File: src/rtl/contador_pkg.sv
// Shared types and helpers for the contador_digito slice.
//   DIGIT_W  : width of the digit value (drives decoder inputs A..D)
//   digito_t : 4-bit unsigned digit value
//   op_t     : count operation selected for one clock edge
//   deb_w()  : width of a debounce counter that must hold 0..n-1
package contador_pkg;

  localparam int DIGIT_W = 4;

  typedef logic [DIGIT_W-1:0] digito_t;

  typedef enum logic [1:0] {
    OP_HOLD = 2'd0,
    OP_INC  = 2'd1,
    OP_DEC  = 2'd2
  } op_t;

  function automatic int deb_w(input int n);
    int w;
    w = $clog2(n);
    return (w < 1) ? 1 : w;
  endfunction

endpackage

File: src/rtl/debounce_botao.sv
// Per-button conditioning: 2-flop synchroniser, stable-level debouncer and
// rising-edge detector producing a one-cycle press pulse.
//   clk   : system clock
//   rst_n : asynchronous active-low reset
//   raw   : raw asynchronous button level (high = pressed)
//   pulse : one-cycle pulse per accepted press
module debounce_botao
  import contador_pkg::*;
#(
  parameter int DEB_CYCLES = 4
) (
  input  logic clk,
  input  logic rst_n,
  input  logic raw,
  output logic pulse
);

  localparam int CW = deb_w(DEB_CYCLES);
  localparam logic [CW-1:0] CNT_MAX = CW'(DEB_CYCLES - 1);

  logic          s1_q, s1_d;
  logic          s2_q, s2_d;
  logic [CW-1:0] cnt_q, cnt_d;
  logic          deb_q, deb_d;
  logic          deb_prev_q, deb_prev_d;

  always_comb begin
    s1_d       = raw;
    s2_d       = s1_q;
    deb_prev_d = deb_q;
    deb_d      = deb_q;
    cnt_d      = cnt_q;
    if (s2_q == deb_q) begin
      cnt_d = '0;
    end else if (cnt_q == CNT_MAX) begin
      // s2 has now differed from deb for DEB_CYCLES consecutive cycles
      deb_d = s2_q;
      cnt_d = '0;
    end else begin
      cnt_d = cnt_q + 1'b1;
    end
  end

  always_ff @(posedge clk or negedge rst_n) begin
    if (!rst_n) begin
      s1_q       <= 1'b0;
      s2_q       <= 1'b0;
      cnt_q      <= '0;
      deb_q      <= 1'b0;
      deb_prev_q <= 1'b0;
    end else begin
      s1_q       <= s1_d;
      s2_q       <= s2_d;
      cnt_q      <= cnt_d;
      deb_q      <= deb_d;
      deb_prev_q <= deb_prev_d;
    end
  end

  assign pulse = deb_q & ~deb_prev_q;

endmodule

File: src/rtl/contador_digito.sv
// Debounced up/down digit counter feeding a 7-segment decoder.
//   clk, rst_n       : clock, asynchronous active-low reset
//   btn_inc, btn_dec : raw push-buttons (high = pressed)
//   en               : count enable; presses while low are discarded
//   A, B, C, D       : registered digit value, A = MSB, D = LSB
//   carry, borrow    : one-cycle pulses on wrap MAX_VAL->0 / 0->MAX_VAL
// Build option: define CONTADOR_SATURA_EN to saturate at 0 / MAX_VAL instead
// of wrapping; carry and borrow are then held at 0.
module contador_digito
  import contador_pkg::*;
#(
  parameter int DEB_CYCLES = 4,
  parameter int MAX_VAL    = 9
) (
  input  logic clk,
  input  logic rst_n,
  input  logic btn_inc,
  input  logic btn_dec,
  input  logic en,
  output logic A,
  output logic B,
  output logic C,
  output logic D,
  output logic carry,
  output logic borrow
);

  localparam digito_t MAX_D = digito_t'(MAX_VAL);

  logic    inc_pulse, dec_pulse;
  op_t     op;
  digito_t value_q, value_d;
  logic    carry_q, carry_d;
  logic    borrow_q, borrow_d;

  debounce_botao #(.DEB_CYCLES(DEB_CYCLES)) u_deb_inc (
    .clk   (clk),
    .rst_n (rst_n),
    .raw   (btn_inc),
    .pulse (inc_pulse)
  );

  debounce_botao #(.DEB_CYCLES(DEB_CYCLES)) u_deb_dec (
    .clk   (clk),
    .rst_n (rst_n),
    .raw   (btn_dec),
    .pulse (dec_pulse)
  );

  always_comb begin
    op = OP_HOLD;
    if (en && inc_pulse && !dec_pulse) op = OP_INC;
    else if (en && dec_pulse && !inc_pulse) op = OP_DEC;
  end

  always_comb begin
    value_d  = value_q;
    carry_d  = 1'b0;
    borrow_d = 1'b0;
    case (op)
      OP_INC: begin
        if (value_q >= MAX_D) begin
`ifdef CONTADOR_SATURA_EN
          value_d = MAX_D;
`else
          value_d = '0;
          carry_d = 1'b1;
`endif
        end else begin
          value_d = value_q + 4'd1;
        end
      end
      OP_DEC: begin
        if (value_q == '0) begin
`ifdef CONTADOR_SATURA_EN
          value_d  = '0;
`else
          value_d  = MAX_D;
          borrow_d = 1'b1;
`endif
        end else begin
          value_d = value_q - 4'd1;
        end
      end
      default: value_d = value_q;
    endcase
  end

  always_ff @(posedge clk or negedge rst_n) begin
    if (!rst_n) begin
      value_q  <= '0;
      carry_q  <= 1'b0;
      borrow_q <= 1'b0;
    end else begin
      value_q  <= value_d;
      carry_q  <= carry_d;
      borrow_q <= borrow_d;
    end
  end

  assign {A, B, C, D} = value_q;
  assign carry        = carry_q;
  assign borrow       = borrow_q;

endmodule

File: config.mk
export PLATFORM = sky130hd
export DESIGN_NAME = contador_digito
export DESIGN_NICKNAME = d
export VERILOG_FILES = /design/src/rtl/contador_pkg.sv /design/src/rtl/debounce_botao.sv /design/src/rtl/contador_digito.sv
export SDC_FILE = /design/constraint.sdc
export NUM_CORES = 1
export LEC_CHECK = 0
export BUFFER_PORTS_ARGS = -buffer_cell sky130_fd_sc_hd__buf_2
export CAP_MARGIN = 10
export CORE_MARGIN = 5
export CORE_UTILIZATION = 35
export CTS_CLUSTER_SIZE = 16
export DETAILED_ROUTE_END_ITERATION = 12
export PLACE_DENSITY = 0.49
export SETUP_SLACK_MARGIN = 0.1
export SYNTH_ARGS = -nofsm -noshare
export SYNTH_HDL_FRONTEND = slang
export SYNTH_SLANG_ARGS = --single-unit
export TNS_END_PERCENT = 30
File: constraint.sdc
create_clock -name clk -period 4.4 [get_ports clk]
set_clock_uncertainty 0.2 [all_clocks]
set_input_delay 0.44 -clock clk [delete_from_list [all_inputs] [get_ports clk]]
set_output_delay 0.44 -clock clk [all_outputs]
set_load 0.01 [all_outputs]
After elaboration in Yosys (flattened, before gate mapping)
Index checks and enable logic that the tools add are counted.
{"block": "op_classes", "n_addsub": 4, "order_cmp": 1, "n_eq_ne": 6, "n_mux": 13, "reduce_logical": 10, "bitwise_logic": 6}
{"operator": "$mux 2", "n": 6}
{"operator": "$mux 4", "n": 2}
{"operator": "$pmux 4 s2", "n": 1}
{"operator": "$eq 2x2->1 const B", "n": 3}
{"operator": "$add 2x1->2 const B", "n": 2}
{"operator": "$add 4x1->4 const B", "n": 1}
{"operator": "$ge 4x4->1 const B", "n": 1}
{"operator": "$logic_and 1x1->1", "n": 4}
{"operator": "$logic_not 4->1", "n": 1}
{"operator": "$mux 1", "n": 4}
{"operator": "$not 1->1", "n": 4}
{"operator": "$reduce_and 2->1", "n": 2}
{"operator": "$sub 4x1->4 const B", "n": 1}
{"operator": "$and 1x1->1", "n": 2}
{"operator": "$eq 1x1->1", "n": 2}
{"operator": "$eq 2x1->1 const B", "n": 1}
{"operator": "$logic_not 1->1", "n": 2}
{"operator": "$reduce_bool 2->1", "n": 1}
{"block": "totals", "wordCells": 53, "ff_bits": 18, "out_inout_bits": 6}

Depth between registers and ports, before layout
{"block": "logic_depth", "depth_word": 8, "depth_mapped": 6, "ltp_nobuf": 6}

Modules after synthesis
From an unflattened synthesis, not the netlist that was laid out.
{"block": "hier_totals", "cells_unflattened": 65, "area_unflattened_um2": 825.8}
{"mod": "contador_digito", "instances": 1, "area_each_um2": 415.4, "cells_each": 41}
{"mod": "debounce_botao", "instances": 2, "area_each_um2": 205.2, "cells_each": 12}

Worst setup path after synthesis
OpenSTA, ideal clock, no wires.
{"block": "synth_timing", "path_kind": "register -> register", "from": "register value_q[1]", "to": "register value_q[2]", "arrival_time_ps": 1698, "setup_time_ps": 138, "stages_incl_launch_ff": 7, "n_path_buf": 0, "setup_slack_ps": 2364, "cell_sequence": "dfrtp_1 inv_1 ha_1 or3b_4 nor4b_4 a2111oi_2 o22ai_1"}
{"block": "synth_via", "elab_chain_cells": 3, "elab_cells_between_ends": 7, "cone_classes": "add/sub (2); order compare (1); mux (3); reduce/logical (1)"}
{"element": "start, declared", "line_no": "contador_digito.sv:32", "source": "digito_t value_q, value_d;"}
{"element": "start signal, assigned", "line_no": "contador_digito.sv:95", "source": "value_q <= value_d;"}
{"element": "$sub 4x1->4 (tied with other cells)", "line_no": "contador_digito.sv:82", "source": "value_d = value_q - 4'd1;"}
{"element": "$mux 4, on equally long branches", "line_no": "contador_digito.sv:74, contador_digito.sv:62"}
{"element": "$pmux 4 s2 (*)", "line_no": "contador_digito.sv:60", "source": "case (op)"}
Every way passes the cells marked *; elsewhere a longest branch is shown, timed or not.
A chain may end at the register's enable or synchronous reset.

Final worst setup path
{"block": "layout_timing", "from": "register value_q[0]", "to": "register value_q[2]"}
The elaborated chain is that of the path after synthesis.

==> flow_summary.json <==
{
  "synth.area.top_cells": "dfrtp_1 (52%), ha_1 (8.7%), o31ai_1 (3.5%), xnor2_1 (3.1%), nor2b_1 (2.9%)",
  "avgRoutedWirePerCell_microns": 12.3,
  "post-dp-hpwl_mm": 1.06,
  "slew_headroom": 0.596,
  "drive_gt1_frac": 0.224,
  "yosysMostFrequentCell": "dfrtp_1",
  "synth.avg_cell_area_sq_um": 12.1,
  "die_h_microns": 59.6,
  "dieArea_sq_um": 3550,
  "powerDensity_nw_per_um2": 660,
  "ios": 11,
  "grt.overflow.total": 0,
  "syn_nets": 82,
  "crit_fanout": 8,
  "vias": 567,
  "cts_setup_buffers": 0,
  "yosys.cell_types.count": 28,
  "h-tree-depth": 1,
  "required_ns": 4.36,
  "cts_root_buf": "clkbuf_4",
  "regArea_sq_um": 450,
  "clk_path_buf_depth": 2,
  "yosysWarnings": 0,
  "vdd_ir_drop_max_uv": 276,
  "period_needed_ns": 2.20,
  "outcome": "finished, final reports clean",
  "grt_pass1_vias": 590,
  "fin_setup_tns_ns": 0,
  "path_class": "flip-flop to flip-flop",
  "critPathArrivalTime_ns": 2.16,
  "core_area_sq_um": 2410,
  "drt-total-wl_mm": 1.41,
  "multi_input_area_sq_um": 385,
  "final_net_count": 97,
  "cp-end-kind": "flip-flop",
  "rows": 18,
  "via_per_inst": 4.93,
  "cts_sinks": 18,
  "die_x_microns": 59.6,
  "ys_top_cells_by_count": "dfrtp_1 (18), ha_1 (6), inv_1 (5)",
  "hold_class": "input port to flip-flop",
  "clk_latency_ns": 0.29,
  "hold_viol": 0,
  "io_buffers": 10,
  "cts_hold_buf": 1,
  "ys.flop_type": "dfrtp_1",
  "rsz0062_at_grt": "false",
  "setup-violations-final": 0,
  "fin_total_pwr_uw": 652,
  "p_leak_uw": 0.000459,
  "tightest_slew_ns": 0.604,
  "yosysTopAreaCellShare": 0.524,
  "async_reset_ff_frac": 1.00,
  "grt_first_pass_wirelength_mm": 2.57,
  "r2r-start": "value_q[0]$_DFFE_PN0P_",
  "clock.fmax_mhz": 454,
  "route.detailed.drc": 0,
  "grt_max_degree": 19,
  "antenna_found_initial": 0,
  "drv_slew": 0,
  "crit_start": "value_q[0]$_DFFE_PN0P_",
  "syn_to_final_growth_pct": 15.0,
  "initial_utilization": 0.357,
  "min-delay-start": "btn_inc",
  "drtIter0Drc": 10,
  "cap_violations": 0,
  "nFillCells": 234,
  "numCtsBuffers": 3,
  "yosysSeqAreaShare": 0.524,
  "start_kind": "flip-flop",
  "cts_tree": "built",
  "clkTransAtPathRegs_ns": 0.10,
  "ys_ff_latch": 18,
  "synthCells": 71,
  "synth-edff-count": 0,
  "track_usage": 0.0973,
  "cts_resized": 0,
  "gp_congestion": 0.755,
  "n_antenna_cell": 0,
  "syn-cell-area_sq_um": 860,
  "antenna_left": 0,
  "finalCritPeriodShare": 0.501,
  "first_pass_iters": 4,
  "synth_area_leader_cell": "dfrtp_1"
}
area by class of cell:
cell class                 instances  share of cell area
sequential                        18               0.456
tap                               30              0.0380
multi-input combinational         47               0.390
timing repair buffer              11              0.0608
clock buffer                       4              0.0367
inverter                           5              0.0190
flip-flops by register name, summed over array words and instances, names as in the netlist:
register	flops
u_deb_dec.s1_q	1
borrow	1
u_deb_dec.s2_q	1
u_deb_inc.cnt_q	2
carry	1
u_deb_inc.deb_prev_d	1
u_deb_inc.s2_q	1
value_q	4
u_deb_dec.deb_prev_d	1
u_deb_inc.s1_q	1
u_deb_dec.deb_prev_q	1
u_deb_dec.cnt_q	2
u_deb_inc.deb_prev_q	1
layer usage:
metal  vias to the layer above  track usage  share of wire
met4                         0       0.0380          0.015
met3                         4       0.0392          0.061
met5                         -            0              0
li1                        285            -              -
met1                       268        0.115           0.45
met2                        10        0.158           0.47
per-stage QoR:
stage                     setup slack [ns]  std cells   util  hold slack [ns]  instance area [sq um]
final                                 2.20        115  0.410           0.0517                    988
after global routing                  2.01        115  0.410           0.0284                    988
after CTS                             2.18        115  0.410           0.0359                    988
after detailed placement              2.20        110  0.391            0.135                    942
after global placement                2.23        110  0.391            0.134                    942
after floorplan                       2.36         71      -          -0.0556                    860
critical path, stage by stage (launching register included):
cell       delay (ns)
dfrtp_1          0.48
inv_1            0.14
ha_1             0.19
or3b_4           0.42
nor4b_4          0.15
a2111oi_2        0.36
o22ai_1          0.14
layout by cell type, fill, tap and decap left out, types with 2 or more instances in the layout:
| cell type | instances |
|---|---|
| nor2_1 | 3 |
| nand2_1 | 3 |
| nor2b_1 | 4 |
| xnor2_1 | 3 |
| nor3_1 | 3 |
| inv_1 | 5 |
| a21oi_1 | 2 |
| buf_2 | 10 |
| dfrtp_1 | 18 |
| nand3_1 | 2 |
| o31ai_1 | 4 |
| mux2_2 | 2 |
| ha_1 | 6 |
| clkbuf_4 | 3 |
final timing paths:
path                                                 to  slack, ns  depth (start not counted)
hold reg to reg                u_deb_inc.s2_q$_DFF_PN0_       0.15                          0
min in group asynchronous  u_deb_inc.cnt_q[1]$_DFF_PN0_       0.39                          2
hold / removal                 u_deb_inc.s1_q$_DFF_PN0_       0.05                          1
setup / recovery                 value_q[2]$_DFFE_PN0P_       2.20                          6
setup reg to reg                 value_q[2]$_DFFE_PN0P_       2.20                          6
max in group asynchronous      u_deb_dec.s2_q$_DFF_PN0_       3.34                          2
cell families after synthesis:
kind of cell	Yosys count	share of synthesized area
buffers and inverters	6	0.0277
AOI/OAI and AO/OA	14	0.128
DFF	18	0.524
and+or+nand+nor	20	0.154
xor gates and xnor gates	4	0.0408
adders and majority gates	6	0.0873
muxes	3	0.0378
power breakdown:
| part | switching (uW) | internal (uW) | leakage, uW | total [uW] |
|---|---|---|---|---|
| clock | 48.6 | 50.4 | 0.0000210 | 99.0 |
| combinational | 152 | 127 | 0.000215 | 279 |
| sequential | 54.6 | 219 | 0.000223 | 274 |
| total | 255 | 397 | 0.000459 | 652 |
(Power assumes the default switching activity.)
